$ cat config.mk
export PLATFORM = sky130hd
export DESIGN_NAME = tpu_mm_sequencer
export DESIGN_NICKNAME = d
export VERILOG_FILES = /design/src/rtl/tpu_mm_sequencer.sv
export SDC_FILE = /design/constraint.sdc
export NUM_CORES = 1
export LEC_CHECK = 0
export BUFFER_PORTS_ARGS = -buffer_cell sky130_fd_sc_hd__clkbuf_2
export CAP_MARGIN = 20
export CORE_AREA = 5 5 107 109
export DETAILED_ROUTE_END_ITERATION = 8
export DIE_AREA = 0 0 112 114
export PLACE_DENSITY_LB_ADDON = 0.3
export SLEW_MARGIN = 15
export SYNTH_ARGS = -nofsm -noshare
export SYNTH_HDL_FRONTEND = slang
export SYNTH_SLANG_ARGS = --single-unit
$ cat constraint.sdc
create_clock -name clk -period 3.55 [get_ports clk]
set_input_delay 0.1775 -clock clk [delete_from_list [all_inputs] [get_ports clk]]
set_output_delay 0.1775 -clock clk [all_outputs]
set_load 0.05 [all_outputs]
$ cat src/rtl/tpu_mm_sequencer.sv
// ---------------------------------------------------------------------------
// tpu_mm_sequencer
//
// Runs one complete DIM x DIM matrix multiply on the tpuv1 MMIO bus and is
// the only master of that bus. The host sends a command and then a stream of
// operand words. It receives C back as a stream. It never sees an address.
//
// Sequence: [clear C] -> load A rows -> load B words -> start ->
//           fixed compute wait -> read C back -> done pulse.
//
// Ports
//   clk, rst                  clock, asynchronous active-high reset
//   cmd_valid/cmd_ready       request one multiply (accepted only in IDLE)
//   cmd_clr                   sampled with the command; zero C first
//   in_valid/in_ready/in_data operand stream: DIM A rows, then DIM B words
//   out_valid/out_ready/      C stream: row r low word, then row r high word;
//   out_data/out_last         out_last marks the final word
//   tpu_r_w/tpu_addr/         tpuv1 bus (1 = write); tpu_dataOut is
//   tpu_dataIn/tpu_dataOut    combinational read data for tpu_addr
//   busy                      sequencer not idle
//   done                      one-cycle pulse after the last C word leaves
// ---------------------------------------------------------------------------
module tpu_mm_sequencer #(
    parameter int DIM            = 8,
    parameter int DATAW          = 64,
    parameter int ADDRW          = 16,
    parameter int COMPUTE_CYCLES = 32
) (
    input  logic             clk,
    input  logic             rst,
    input  logic             cmd_valid,
    output logic             cmd_ready,
    input  logic             cmd_clr,
    input  logic             in_valid,
    output logic             in_ready,
    input  logic [DATAW-1:0] in_data,
    output logic             out_valid,
    input  logic             out_ready,
    output logic [DATAW-1:0] out_data,
    output logic             out_last,
    output logic             tpu_r_w,
    output logic [ADDRW-1:0] tpu_addr,
    output logic [DATAW-1:0] tpu_dataIn,
    input  logic [DATAW-1:0] tpu_dataOut,
    output logic             busy,
    output logic             done
);

    // Number of 64-bit C words: each C row is two bus words.
    localparam int NC    = 2 * DIM;
    localparam int IDXW  = $clog2(NC + 1);
    localparam int WAITW = $clog2(COMPUTE_CYCLES + 1);

    localparam logic [2:0] S_IDLE  = 3'd0;
    localparam logic [2:0] S_CLR   = 3'd1;
    localparam logic [2:0] S_LD_A  = 3'd2;
    localparam logic [2:0] S_LD_B  = 3'd3;
    localparam logic [2:0] S_START = 3'd4;
    localparam logic [2:0] S_WAIT  = 3'd5;
    localparam logic [2:0] S_RD_C  = 3'd6;
    localparam logic [2:0] S_DONE  = 3'd7;

    localparam logic [IDXW-1:0]  IDX_ZERO     = IDXW'(0);
    localparam logic [IDXW-1:0]  IDX_ONE      = IDXW'(1);
    localparam logic [IDXW-1:0]  IDX_LAST_ROW = IDXW'(DIM - 1);
    localparam logic [IDXW-1:0]  IDX_LAST_C   = IDXW'(NC - 1);
    localparam logic [IDXW-1:0]  IDX_NC       = IDXW'(NC);
    localparam logic [WAITW-1:0] WAIT_ZERO    = WAITW'(0);
    localparam logic [WAITW-1:0] WAIT_ONE     = WAITW'(1);
    localparam logic [WAITW-1:0] WAIT_LAST    = WAITW'(COMPUTE_CYCLES - 1);

    localparam logic [ADDRW-1:0] ADDR_IDLE  = ADDRW'(16'h000);
    localparam logic [ADDRW-1:0] ADDR_A     = ADDRW'(16'h100);
    localparam logic [ADDRW-1:0] ADDR_B     = ADDRW'(16'h200);
    localparam logic [ADDRW-1:0] ADDR_C     = ADDRW'(16'h300);
    localparam logic [ADDRW-1:0] ADDR_START = ADDRW'(16'h400);

    localparam logic [DATAW-1:0] DATA_ZERO = {DATAW{1'b0}};

    logic [2:0]       state_r, state_s;
    logic [IDXW-1:0]  idx_r, idx_s;
    logic [WAITW-1:0] wait_r, wait_s;
    logic             out_valid_r;
    logic             out_last_r;
    logic [DATAW-1:0] out_data_r;

    logic             in_ready_s;
    logic             ld_hs_s;
    logic             c_left_s;
    logic             capture_s;
    logic             out_hs_s;
    logic [ADDRW-1:0] word_off_s;
    logic             bus_r_w_s;
    logic [ADDRW-1:0] bus_addr_s;
    logic [DATAW-1:0] bus_data_s;

    assign in_ready_s = (state_r == S_LD_A) || (state_r == S_LD_B);
    assign ld_hs_s    = in_valid && in_ready_s;
    // idx walks C words 0..NC-1 during readback; NC means all captured.
    assign c_left_s   = (idx_r < IDX_NC);
    // Single output register: refill in the same cycle the consumer drains it.
    assign out_hs_s   = out_valid_r && out_ready;
    assign capture_s  = (state_r == S_RD_C) && c_left_s && (!out_valid_r || out_ready);
    // Both A rows and C words sit 8 bytes apart, so one offset serves both.
    assign word_off_s = ADDRW'(idx_r) << 3;

    // Bus drive: pass-through during loads, otherwise derived from state/idx.
    always_comb begin
        bus_r_w_s  = 1'b0;
        bus_addr_s = ADDR_IDLE;
        bus_data_s = DATA_ZERO;
        case (state_r)
            S_CLR: begin
                bus_r_w_s  = 1'b1;
                bus_addr_s = ADDR_C + word_off_s;
            end
            S_LD_A: begin
                if (in_valid) begin
                    bus_r_w_s  = 1'b1;
                    bus_addr_s = ADDR_A + word_off_s;
                    bus_data_s = in_data;
                end else begin
                    bus_r_w_s  = 1'b0;
                    bus_addr_s = ADDR_IDLE;
                    bus_data_s = DATA_ZERO;
                end
            end
            S_LD_B: begin
                if (in_valid) begin
                    bus_r_w_s  = 1'b1;
                    bus_addr_s = ADDR_B;
                    bus_data_s = in_data;
                end else begin
                    bus_r_w_s  = 1'b0;
                    bus_addr_s = ADDR_IDLE;
                    bus_data_s = DATA_ZERO;
                end
            end
            S_START: begin
                bus_r_w_s  = 1'b1;
                bus_addr_s = ADDR_START;
            end
            S_RD_C: begin
                if (c_left_s) begin
                    bus_addr_s = ADDR_C + word_off_s;
                end else begin
                    bus_addr_s = ADDR_IDLE;
                end
            end
            default: begin
                bus_r_w_s  = 1'b0;
                bus_addr_s = ADDR_IDLE;
                bus_data_s = DATA_ZERO;
            end
        endcase
    end

    // Next-state, word index and compute-wait counter.
    always_comb begin
        state_s = state_r;
        idx_s   = idx_r;
        wait_s  = wait_r;
        case (state_r)
            S_IDLE: begin
                if (cmd_valid) begin
                    state_s = cmd_clr ? S_CLR : S_LD_A;
                    idx_s   = IDX_ZERO;
                end else begin
                    state_s = S_IDLE;
                end
            end
            S_CLR: begin
                if (idx_r == IDX_LAST_C) begin
                    state_s = S_LD_A;
                    idx_s   = IDX_ZERO;
                end else begin
                    idx_s = idx_r + IDX_ONE;
                end
            end
            S_LD_A: begin
                if (ld_hs_s && (idx_r == IDX_LAST_ROW)) begin
                    state_s = S_LD_B;
                    idx_s   = IDX_ZERO;
                end else if (ld_hs_s) begin
                    idx_s = idx_r + IDX_ONE;
                end else begin
                    idx_s = idx_r;
                end
            end
            S_LD_B: begin
                if (ld_hs_s && (idx_r == IDX_LAST_ROW)) begin
                    state_s = S_START;
                    idx_s   = IDX_ZERO;
                end else if (ld_hs_s) begin
                    idx_s = idx_r + IDX_ONE;
                end else begin
                    idx_s = idx_r;
                end
            end
            S_START: begin
                state_s = S_WAIT;
                wait_s  = WAIT_ZERO;
            end
            S_WAIT: begin
                if (wait_r == WAIT_LAST) begin
                    state_s = S_RD_C;
                    idx_s   = IDX_ZERO;
                end else begin
                    wait_s = wait_r + WAIT_ONE;
                end
            end
            S_RD_C: begin
                if (out_hs_s && out_last_r) begin
                    state_s = S_DONE;
                end else if (capture_s) begin
                    idx_s = idx_r + IDX_ONE;
                end else begin
                    idx_s = idx_r;
                end
            end
            S_DONE: begin
                state_s = S_IDLE;
            end
            default: begin
                state_s = S_IDLE;
                idx_s   = IDX_ZERO;
                wait_s  = WAIT_ZERO;
            end
        endcase
    end

    // Control state registers.
    always_ff @(posedge clk or posedge rst) begin
        if (rst) begin
            state_r <= S_IDLE;
            idx_r   <= IDX_ZERO;
            wait_r  <= WAIT_ZERO;
        end else begin
            state_r <= state_s;
            idx_r   <= idx_s;
            wait_r  <= wait_s;
        end
    end

    // Output holding register: capture read data, hold until accepted.
    always_ff @(posedge clk or posedge rst) begin
        if (rst) begin
            out_valid_r <= 1'b0;
            out_last_r  <= 1'b0;
            out_data_r  <= DATA_ZERO;
        end else if (capture_s) begin
            out_valid_r <= 1'b1;
            out_last_r  <= (idx_r == IDX_LAST_C);
            out_data_r  <= tpu_dataOut;
        end else if (out_hs_s) begin
            out_valid_r <= 1'b0;
            out_last_r  <= 1'b0;
        end else begin
            out_valid_r <= out_valid_r;
            out_last_r  <= out_last_r;
        end
    end

    // cmd_ready is gated by rst so it reads 0 while reset is held.
    assign cmd_ready  = (state_r == S_IDLE) && !rst;
    assign in_ready   = in_ready_s;
    assign out_valid  = out_valid_r;
    assign out_data   = out_data_r;
    assign out_last   = out_last_r;
    assign tpu_r_w    = bus_r_w_s;
    assign tpu_addr   = bus_addr_s;
    assign tpu_dataIn = bus_data_s;
    assign busy       = (state_r != S_IDLE);
    assign done       = (state_r == S_DONE);

endmodule

==> results of run 1 <==
## sequential cells by signal, indices dropped and copies added (netlist names)
| signal | flops |
|---|---|
| out_data | 64 |
| wait_r | 6 |
| idx_r | 5 |
| state_r | 3 |
| out_last | 1 |
| out_valid | 1 |
## report_power, final
part           internal [mW]  switching (mW)  leakage (nW)  total (mW)
clock                  0.337           0.347        0.0994       0.684
sequential              1.37           0.279         0.920        1.65
combinational           1.21            2.91          2.22        4.12
total                   2.92            3.53          3.23        6.45
## cell type report
class                   instances  area share
clock inverters                 6      0.0133
inverters                       8     0.00553
clock buffers                  10      0.0226
multi-input cells             238       0.319
well taps                     140      0.0310
repair buffers                282       0.255
flip-flops and latches         80       0.354
## metal layers
metal  part of all wire  GRT usage  vias to the layer above
li1                   -          -                     1766
met1               0.39      0.216                     1807
met2               0.53      0.312                      157
met3              0.075     0.0398                        8
met4             0.0097     0.0521                        0
met5                  0          0                        -
## cell families after synthesis
kind of cell               share of synthesized area
muxes                                          0.186
other                                       0.000942
adders and majority gates                     0.0126
buffers and inverters                         0.0512
DFF                                            0.503
AOI/OAI and AO/OA                             0.0603
and+or+nand+nor                                0.186
## repair_timing
item / 4_1_cts / 5_1_grt
endpoints found under the hold margin: 16 / 0
endpoints found under the setup margin: 0 / 0
hold buffers: 1 / 0
## placed cells by master, fill, tap and decap left out, types with 3 or more instances in the layout
| cell | synthesis | layout |
|---|---|---|
| inv_1 | 8 | 7 |
| clkbuf_8 | 0 | 9 |
| and3_1 | 66 | 66 |
| nand2_1 | 14 | 14 |
| nor2b_1 | 8 | 8 |
| mux2_2 | 65 | 65 |
| dfrtp_1 | 80 | 80 |
| nand3_1 | 7 | 7 |
| nor2_1 | 9 | 9 |
| nand2b_1 | 3 | 3 |
| clkbuf_2 | 0 | 276 |
| a21oi_1 | 9 | 9 |
| nor3_1 | 4 | 4 |
| conb_1 | 1 | 8 |
| buf_4 | 8 | 4 |
| ha_1 | 4 | 4 |
| o21ai_0 | 8 | 8 |
## metrics by stage
stage	std cells	util
after floorplan	360	-
after global placement	747	0.518
after detailed placement	747	0.518
after CTS	764	0.538
after global routing	764	0.538
final	764	0.538
## worst max-delay path, stage by stage, from the launching register on
cell      delay (ns)
dfrtp_1         0.66
or2b_1          0.32
inv_1           0.07
buf_4           0.39
and3_1          0.24
clkbuf_2        0.28
## final timing paths
path	startpoint	end	slack [ns]	depth (start not counted)
hold / removal	tpu_dataOut[22]	out_data[22]$_DFFE_PP0P_	0.06	2
min in group asynchronous	rst	state_r[2]$_DFFE_PP0P_	0.53	3
max in group asynchronous	rst	out_data[0]$_DFFE_PP0P_	2.11	4
setup / recovery	state_r[1]$_DFFE_PP0P_	tpu_dataIn[20]	1.05	5
hold reg to reg	out_data[48]$_DFFE_PP0P_	out_data[48]$_DFFE_PP0P_	0.51	1
setup reg to reg	state_r[1]$_DFFE_PP0P_	out_data[25]$_DFFE_PP0P_	1.20	5
==> results.md, run 1 <==
- Final instance area: 5650 um2
- Hold Crit Class: in2reg
- Top cell type's share of synthesized area: 0.503
- Area of the multi-input gates: 1800 um2
- Final min period: between 2 and 2.5 ns
- Initial Util: 0.379
- Post-DP HPWL: 9200 um
- Area contributors post-synth: dfrtp_1 (50%), mux2_2 (18%), and3_1 (10%), clkbuf_1 (1.6%), buf_4 (1.5%)
- Final worst slack: 1.05 ns
- Fmax: 401 MHz
- Period utilization: 0.703
- Total GRT Usage: 0.176
- Post-CTS Setup Repair Bufs: 0
- Post-synth ARST share: 1.00
- CTS resizes: 0
- FP Rows: 38
- Placed cell areas: 5440 um2
- FILL cells: 978
- First-pass GRT wire length: 18600 um
- Diode count: 0
- Largest net degree at the start of global routing: 67
- Nets@finish: 757
- Distinct cell type count after synthesis: 47
- Finish-stage setup viols: 0
- Least-Margin Pin Slew: roughly 0.86 ns
- Sink Count: 80
- EDFF count, synth: 0
- Worst hold margin: about 0.058 ns
- First DRT Iteration DRCs: 222
- Synth Flop Type: dfrtp_1
- Most frequent cell after synthesis: dfrtp_1
- Drt first pass iters: 4
- DR vias: 3738
- CTS tree: built
- Post-Synthesis Cells: 353
- Critical path fanouts, max: 65
- Worst setup SP type: flop
- Fin. Hold Viols: 0
- Synthesized area: roughly 4000 um2
- Vias per Instance: just under 5
- Power Total: around 6.5 mW
- Max Slew Vio Count: 0
- Total grt overflow: 0
- Setup WS pre-CTS: 1.21 ns
- Clock Skew: approximately 0.017 ns
- DIE AREA: 12800 um2
- Layout cells sized above 1: 0.588
- Crit path DAT: 2.32 ns
- RSZ-0062 raised after global routing: false
- LEAKAGE: 3.23 nW
- H-tree depth: 3
- Data required time of the worst path: 3.37 ns
- Root buf cell: clkbuf_8
- Die W: around 110 um
- Syn Area/Cell: approximately 11 um2
- Clock Path Buffers: 2
- Relative slew slack: 0.426
- Post-route ant nets: 0
- Crit end category: primary output
- Clk_lat worst skew: 0.34 ns
- Final wirelength: 11600 um
- Peak VDD IR: 488 uV
- FF+latch count, synth: 80
- Vias in the first global route: 3844
- Routed wire length per instance: around 15 um
- Yosys warns: 0
- Core box area: 10500 um2
- Initial antenna violation count: 0
- PortBufs: 276
- Reg clk slew, reported paths: 0.10 ns
- Commonest cells post-synth: dfrtp_1 (80), and3_1 (66), mux2_2 (65)
- Seq/Total Area, Yosys: 0.503
- Pwr Density: around 1100 nW/um2
- Placer Congestion: 0.811
- CTS buffer count: 9
- Crit path kind: reg2out
- DRC errors left: 0
- TNS Setup: 0 ns
- Total of max-cap violations: 0
- IO Pins: 285
- Area delta synth->final: 42.0%
- Leading area contributor after synthesis: dfrtp_1
- Seq. cell area: 2000 um2
- Outcome: complete, no violations
- Die height: 114 um
No activity file was read; power rests on OpenSTA's default activity.
==> inputs of run 2 (changes only) <==
Settings changed: CORE_AREA 5 5 107 109 to not set, CORE_ASPECT_RATIO set to 2, CORE_MARGIN set to 5, CORE_UTILIZATION set to 37, DIE_AREA 0 0 112 114 to not set.
Clock period 3.55 ns to 2.2 ns, I/O delays scaled along.
==> run 2 against run 1 <==
Compared with the run above:
- setup slack worse by 0.91 ns
- power up 79%
- routed wire length up 15%
- hold slack worse by 0.046 ns
- sequential share of layout area down 4.4 points
==> results.md, run 2 (synthesized netlist as in run 1, its figures left out) <==
- Max reg flops: 64 (unchanged)
- Die W: 83.4 um (was 112 um)
- Seq. cell area: 2000 um2 (about the same)
- IO Pins: 285 (unchanged)
- Critical path's slowest cell: dfrtp_2 (was dfrtp_1)
- Switching pwr: 5.89 mW (was 3.53 mW)
- Placer Congestion: 0.955 (was 0.811)
- Routed wire length per instance: 17.2 um (was 15.1 um)
- Drt first pass iters: 4 (unchanged)
- First DRT Iteration DRCs: 152 (was 222)
- Data required time of the worst path: 2.09 ns (was 3.37 ns)
- FP Rows: 53 (was 38)
- Total grt overflow: 0 (unchanged)
- First-pass GRT wire length: 21000 um (was 18600 um)
- Crit path DAT: 1.95 ns (was 2.32 ns)
- Max incr delay on CP: 0.50 ns (was 0.66 ns)
- Nets@finish: 767 (was 757)
- Commonest non-fill, non-tap cell in the layout: clkbuf_2 (unchanged)
- Post-CTS Setup Repair Bufs: 0 (unchanged)
- Clk_lat worst skew: 0.33 ns (was 0.34 ns)
- PortBufs: 276 (unchanged)
- Total of max-cap violations: 0 (unchanged)
- Die height: 157 um (was 114 um)
- Critical path fanouts, max: 65 (unchanged)
- Core box area: 10500 um2 (about the same)
- Initial antenna violation count: 0 (unchanged)
- DRC errors left: 0 (unchanged)
- Vias in the first global route: 4114 (was 3844)
- Fin. Hold Viols: 0 (unchanged)
- Least-Margin Pin Slew: 0.482 ns (was 0.861 ns)
- Outcome: complete, no violations (unchanged)
- Clock Path Buffers: 2 (unchanged)
- Clock Skew: 0.0110 ns (was 0.0165 ns)
- Total GRT Usage: 0.204 (was 0.176)
- Cell internal pwr: 5.65 mW (was 2.92 mW)
- Delay-heaviest family, CP: buffers and inverters (unchanged)
- Area of the multi-input gates: 1810 um2 (was 1800 um2)
- DR vias: 3811 (was 3738)
- Sequential Power Share: 0.234 (was 0.256)
- Crit-path cells: or2b_1 -> inv_1 -> buf_12 -> and3_1 -> clkbuf_2 (was or2b_1 -> inv_1 -> buf_4 -> and3_1 -> clkbuf_2)
- Final min period: 2.06 ns
- Max Slew Vio Count: 0 (unchanged)
- Vias per Instance: 4.94 (was 4.89)
- Largest net degree at the start of global routing: 81 (was 67)
- Worst hold margin: 0.0115 ns (was 0.0578 ns)
- Buf/Inv on CP: 3 (unchanged)
- Layout cells sized above 1: 0.598 (was 0.588)
- Final worst slack: 0.141 ns (was 1.05 ns)
- Internal reg-to-reg setup slack: 0.20 ns (was 1.20 ns)
- Pwr Density: 1790 nW/um2 (was 1140 nW/um2)
- Worst setup SP type: flop (unchanged)
- Diode count: 0 (unchanged)
- Fin util: 0.612 (was 0.538)
- CTS tree: built (unchanged)
- Combinational fraction of design power: 0.616 (was 0.638)
- Post-DP HPWL: 10900 um (was 9200 um)
- LEAKAGE: 3.49 nW (was 3.23 nW)
- TNS Setup: 0 ns (unchanged)
- H-tree depth: 3 (unchanged)
- Fmax: 486 MHz
- FILL cells: 863 (was 978)
- Final wirelength: 13300 um (was 11600 um)
- Placed Cells: 751 (was 747)
- Non-Filler Instances: 771 (was 764)
- Setup WS pre-CTS: 0.206 ns (was 1.21 ns)
- Peak VDD IR: 802 uV (was 488 uV)
- Relative slew slack: 0.674 (was 0.426)
- Most frequent cells in the layout: clkbuf_2 (240), dfrtp_1 (78), and3_1 (66) (was clkbuf_2 (276), dfrtp_1 (80), and3_1 (66))
- RSZ-0062 raised after global routing: false (unchanged)
- Hold Crit Class: in2reg (unchanged)
- Crit path kind: reg2out (unchanged)
- Period utilization: 0.936
- CTS buffer count: 9 (unchanged)
- Root buf cell: clkbuf_16 (was clkbuf_8)
- Sink Count: 80 (unchanged)
- Clk pwr share: 0.151 (was 0.106)
- Finish-stage setup viols: 0 (unchanged)
- Reg clk slew, reported paths: 0.06 ns (was 0.10 ns)
- Post-route ant nets: 0 (unchanged)
- Sw Ratio: 0.510 (was 0.548)
- Initial Util: 0.378 (was 0.379)
- DIE AREA: 13100 um2 (was 12800 um2)
- Area delta synth->final: 62.1% (was 42.0%)
- Crit end category: primary output (unchanged)
==> run 2: changes by cell type in the layout (fill, tap and decap cells not counted), sizes merged <==
cell	change
dlygate4sd3	+3
clkinvlp	-1
clkbuf	-36
bufinv	+2
buf	+43
inv	-1
==> run 2: metrics by stage <==
stage | power, mW | area, um2
after floorplan | 7.91 | 4010
after global placement | 9.71 | 6060
after detailed placement | 9.86 | 6060
after CTS | 11.6 | 6450
after global routing | 12.1 | 6450
final | 11.5 | 6450
==> run 2: power by group through the flow <==
stage	registers [mW]	logic (mW)	clock network, mW
after detailed placement	2.72	7.15	0
final	2.69	7.11	1.74
after CTS	2.69	7.17	1.78
after floorplan	4.77	3.14	0
after global placement	2.65	7.06	0
after global routing	2.79	7.51	1.85
==> run 2: final cells by class <==
type,instances,share of cell area
Timing Repair Buffer,292,0.324
Sequential cell,80,0.311
Multi-Input combinational cell,238,0.280
Clock buffer,10,0.0370
Tap cell,137,0.0266
Clock inverter,6,0.0174
Inverter,8,0.00485
==> run 2: worst paths after layout <==
check	startpoint	to	cells after the start
setup / recovery	state_r[2]$_DFFE_PP0P_	tpu_dataIn[22]	5
hold / removal	tpu_dataOut[60]	out_data[60]$_DFFE_PP0P_	2
setup reg to reg	idx_r[0]$_DFFE_PP0P_	idx_r[0]$_DFFE_PP0P_	9
hold reg to reg	out_data[50]$_DFFE_PP0P_	out_data[50]$_DFFE_PP0P_	1
max in group asynchronous	rst	out_data[56]$_DFFE_PP0P_	4
min in group asynchronous	rst	idx_r[2]$_DFFE_PP0P_	4
==> run 2: per-layer routing <==
layer	share of wire	track usage
met1	0.34	0.219
met2	0.53	0.366
met3	0.099	0.0643
met4	0.024	0.0857
met5	0	0
==> run 2: worst register-to-register path: stages, from the launching register on <==
cell and delay (ns):
dfrtp_1 0.42, ha_1 0.25, nand3_1 0.11, inv_1 0.05, ha_1 0.20, nor3_1 0.19
nand2_1 0.10, o211ai_1 0.20, nor2b_2 0.26, mux2_2 0.16
==> run 2: what timing repair did <==
item                                    CTS  global route
pin swaps                                 0             0
gates resized for setup                   2             2
endpoints found under the setup margin    5            28
hold endpoints to repair                 83             0
hold buffers                              4             0
==> inputs of run 3 (changes only) <==
--- a/config.mk
+++ b/config.mk
@@ -7,4 +7,4 @@
 export LEC_CHECK = 0
-export BUFFER_PORTS_ARGS = -buffer_cell sky130_fd_sc_hd__clkbuf_2
-export CAP_MARGIN = 20
+export BUFFER_PORTS_ARGS = -buffer_cell sky130_fd_sc_hd__buf_2
+export CAP_MARGIN = 25
 export CORE_ASPECT_RATIO = 2
==> constraint.sdc (replaced) <==
create_clock -name clk -period 2.2 [get_ports clk]
set_input_delay 0 -clock clk [delete_from_list [all_inputs] [get_ports clk]]
set_output_delay 0 -clock clk [all_outputs]
set_load 0.05 [all_outputs]
==> run 3 against run 2 <==
Compared with the run above:
- sequential power decreased by 1%
- non-clock buffer count increased by 61
- hold slack improved by 0.057 ns
- power fell by 1.4%
- cell count is 7.9% higher
- setup slack worse by 0.075 ns
- clock-buffer cell count is the same
- register-to-register slack about the same
==> results.md, run 3 (synthesized netlist as in run 1, its figures left out) <==
- Worst setup SP type: flop (unchanged)
- First DRT Iteration DRCs: 114 (was 152)
- Cell internal pwr: 5.46 mW (was 5.65 mW)
- Core box area: 10500 um2 (unchanged)
- Clock Path Buffers: 2 (unchanged)
- Clk pwr share: 0.139 (was 0.151)
- Largest net degree at the start of global routing: 66 (was 81)
- Crit path kind: reg2out (unchanged)
- Placer Congestion: 0.925 (was 0.955)
- Combinational fraction of design power: 0.628 (was 0.616)
- DR vias: 4154 (was 3811)
- Nets@finish: 828 (was 767)
- Drt first pass iters: 4 (unchanged)
- Total GRT Usage: 0.221 (was 0.204)
- Pwr Density: 1720 nW/um2 (was 1790 nW/um2)
- Non-Filler Instances: 832 (was 771)
- Fin. Hold Viols: 0 (unchanged)
- Crit path DAT: 2.13 ns (was 1.95 ns)
- Crit end category: primary output (unchanged)
- Total grt overflow: 0 (unchanged)
- Commonest non-fill, non-tap cell in the layout: buf_2 (was clkbuf_2)
- Cells on worst reg2reg path: 9 (unchanged)
- Initial Util: 0.378 (unchanged)
- Root buf cell: clkbuf_16 (unchanged)
- Reg-to-Reg Start: idx_r[0]$_DFFE_PP0P_ (unchanged)
- Vias in the first global route: 4509 (was 4114)
- Finish-stage setup viols: 0 (unchanged)
- Fmax: 469 MHz (was 486 MHz)
- RSZ-0062 raised after global routing: false (unchanged)
- First-pass GRT wire length: 22800 um (was 21000 um)
- Final wirelength: 14800 um (was 13300 um)
- CP Launch Point: state_r[1]$_DFFE_PP0P_ (was state_r[2]$_DFFE_PP0P_)
- Reg clk slew, reported paths: 0.06 ns (about the same)
- Total of max-cap violations: 0 (unchanged)
- R2R Path End: idx_r[2]$_DFFE_PP0P_ (was idx_r[0]$_DFFE_PP0P_)
- Period utilization: 0.970 (was 0.936)
- Fin util: 0.629 (was 0.612)
- PortBufs: 276 (unchanged)
- Peak VDD IR: 862 uV (was 802 uV)
- Layout cells sized above 1: 0.540 (was 0.598)
- Diode count: 0 (unchanged)
- LEAKAGE: 3.65 nW (was 3.49 nW)
- Sequential Power Share: 0.233 (was 0.234)
- Internal reg-to-reg setup slack: 0.19 ns (was 0.20 ns)
- Clock Skew: 0.00613 ns (was 0.0110 ns)
- Max reg flops: 64 (unchanged)
- Placed Cells: 750 (was 751)
- H-tree depth: 3 (unchanged)
- Sink Count: 80 (unchanged)
- DIE AREA: 13100 um2 (unchanged)
- End of the critical path: tpu_dataIn[57] (was tpu_dataIn[22])
- Initial antenna violation count: 0 (unchanged)
- TNS Setup: 0 ns (unchanged)
- Max incr delay on CP: 0.45 ns (was 0.50 ns)
- Area delta synth->final: 66.6% (was 62.1%)
- Data required time of the worst path: 2.20 ns (was 2.09 ns)
- FP Rows: 53 (unchanged)
- Least-Margin Pin Slew: 0.610 ns (was 0.482 ns)
- Relative slew slack: 0.593 (was 0.674)
- IO Pins: 285 (unchanged)
- Critical path fanouts, max: 33 (was 65)
- CTS buffer count: 9 (unchanged)
- Outcome: complete, no violations (unchanged)
- Post-DP HPWL: 11100 um (was 10900 um)
- Most frequent cells in the layout: buf_2 (264), dfrtp_1 (80), and3_1 (66) (was clkbuf_2 (240), dfrtp_1 (78), and3_1 (66))
- DRC errors left: 0 (unchanged)
- Die W: 83.4 um (unchanged)
- Routed wire length per instance: 17.8 um (was 17.2 um)
- Final min period: 2.13 ns (was 2.06 ns)
- Clk_lat worst skew: 0.32 ns (was 0.33 ns)
- Die height: 157 um (unchanged)
- Switching pwr: 5.92 mW (was 5.89 mW)
- Post-route ant nets: 0 (unchanged)
- CTS tree: built (unchanged)
- Crit-path cells: buf_4 -> or2b_1 -> inv_2 -> buf_12 -> and3_1 -> clkbuf_4 (was or2b_1 -> inv_1 -> buf_12 -> and3_1 -> clkbuf_2)
- Max Slew Vio Count: 0 (unchanged)
- Hold Crit Class: in2reg (unchanged)
- Critical path's slowest cell: dfrtp_1 (was dfrtp_2)
- Vias per Instance: 4.99 (was 4.94)
- Sw Ratio: 0.520 (was 0.510)
run 3: cell count changes in the layout (fill, tap and decap cells not counted), sizes merged:
cell and change:
buf +234, bufinv -1, clkbuf -234, clkinvlp +1, dlygate4sd3 +61
run 3: worst min path at each step:
| stage | start | to | slack [ns] | cells past startpoint |
|---|---|---|---|---|
| 4_1_cts | out_ready | out_valid$_DFFE_PP0P_ | 0.05 | 3 |
| 5_1_grt | out_ready | out_valid$_DFFE_PP0P_ | 0.11 | 3 |
| 6_report | out_ready | out_valid$_DFFE_PP0P_ | 0.07 | 3 |
| 3_5_place_dp | rst | out_data[4]$_DFFE_PP0P_ | 0.1 | 2 |
| 2_1_floorplan | tpu_dataOut[32] | out_data[32]$_DFFE_PP0P_ | 0.15 | 1 |
| 3_3_place_gp | rst | out_data[10]$_DFFE_PP0P_ | 0.08 | 2 |
run 3: routing by layer:
| metal | part of all wire | track usage |
|---|---|---|
| met4 | 0.027 | 0.0850 |
| met2 | 0.54 | 0.415 |
| met1 | 0.36 | 0.240 |
| met3 | 0.073 | 0.0485 |
| met5 | 0 | 0 |
run 3: layout make-up:
class                           instances  area (um2)
Clock buffer                           10         229
Tap cell                              137         171
Sequential cell                        80        2000
Clock inverter                          6        90.1
Multi-Input combinational cell        238        1800
Timing Repair Buffer                  353        2310
Inverter                                8        31.3
Fill cell                             823        3910
run 3: worst max-delay path, delay by kind of cell, from the launching register on:
| kind | cells | cell delay (ns) |
|---|---|---|
| flops | 1 | 0.45 |
| simple gates | 2 | 0.56 |
| buf+inv | 4 | 0.80 |
run 3: power by group through the flow:
| stage | combinational [mW] | clock (mW) | sequential [mW] |
|---|---|---|---|
| final | 7.14 | 1.58 | 2.65 |
| after detailed placement | 6.99 | 0 | 2.66 |
| after CTS | 7.09 | 1.63 | 2.64 |
| after global routing | 7.53 | 1.68 | 2.74 |
| after floorplan | 3.14 | 0 | 4.77 |
| after global placement | 6.86 | 0 | 2.61 |
run 3: repair_timing:
action                                  4_1_cts  5_1_grt
hold buffers                                 65        0
buffers inserted                              0        0
endpoints found under the hold margin        95        0
gates resized for setup                       0        6
endpoints found under the setup margin        0       14
run 3: metrics by stage:
step | hold WS [ns] | area (um2) | setup slack (ns) | power (mW)
2_1_floorplan | 0.150 | 4010 | 0.148 | 7.91
3_3_place_gp | 0.0841 | 5630 | 0.300 | 9.47
3_5_place_dp | 0.0966 | 5630 | 0.203 | 9.65
4_1_cts | 0.0484 | 6600 | 0.0379 | 11.4
5_1_grt | 0.105 | 6630 | 0.00273 | 11.9
6_report | 0.0689 | 6630 | 0.0661 | 11.4
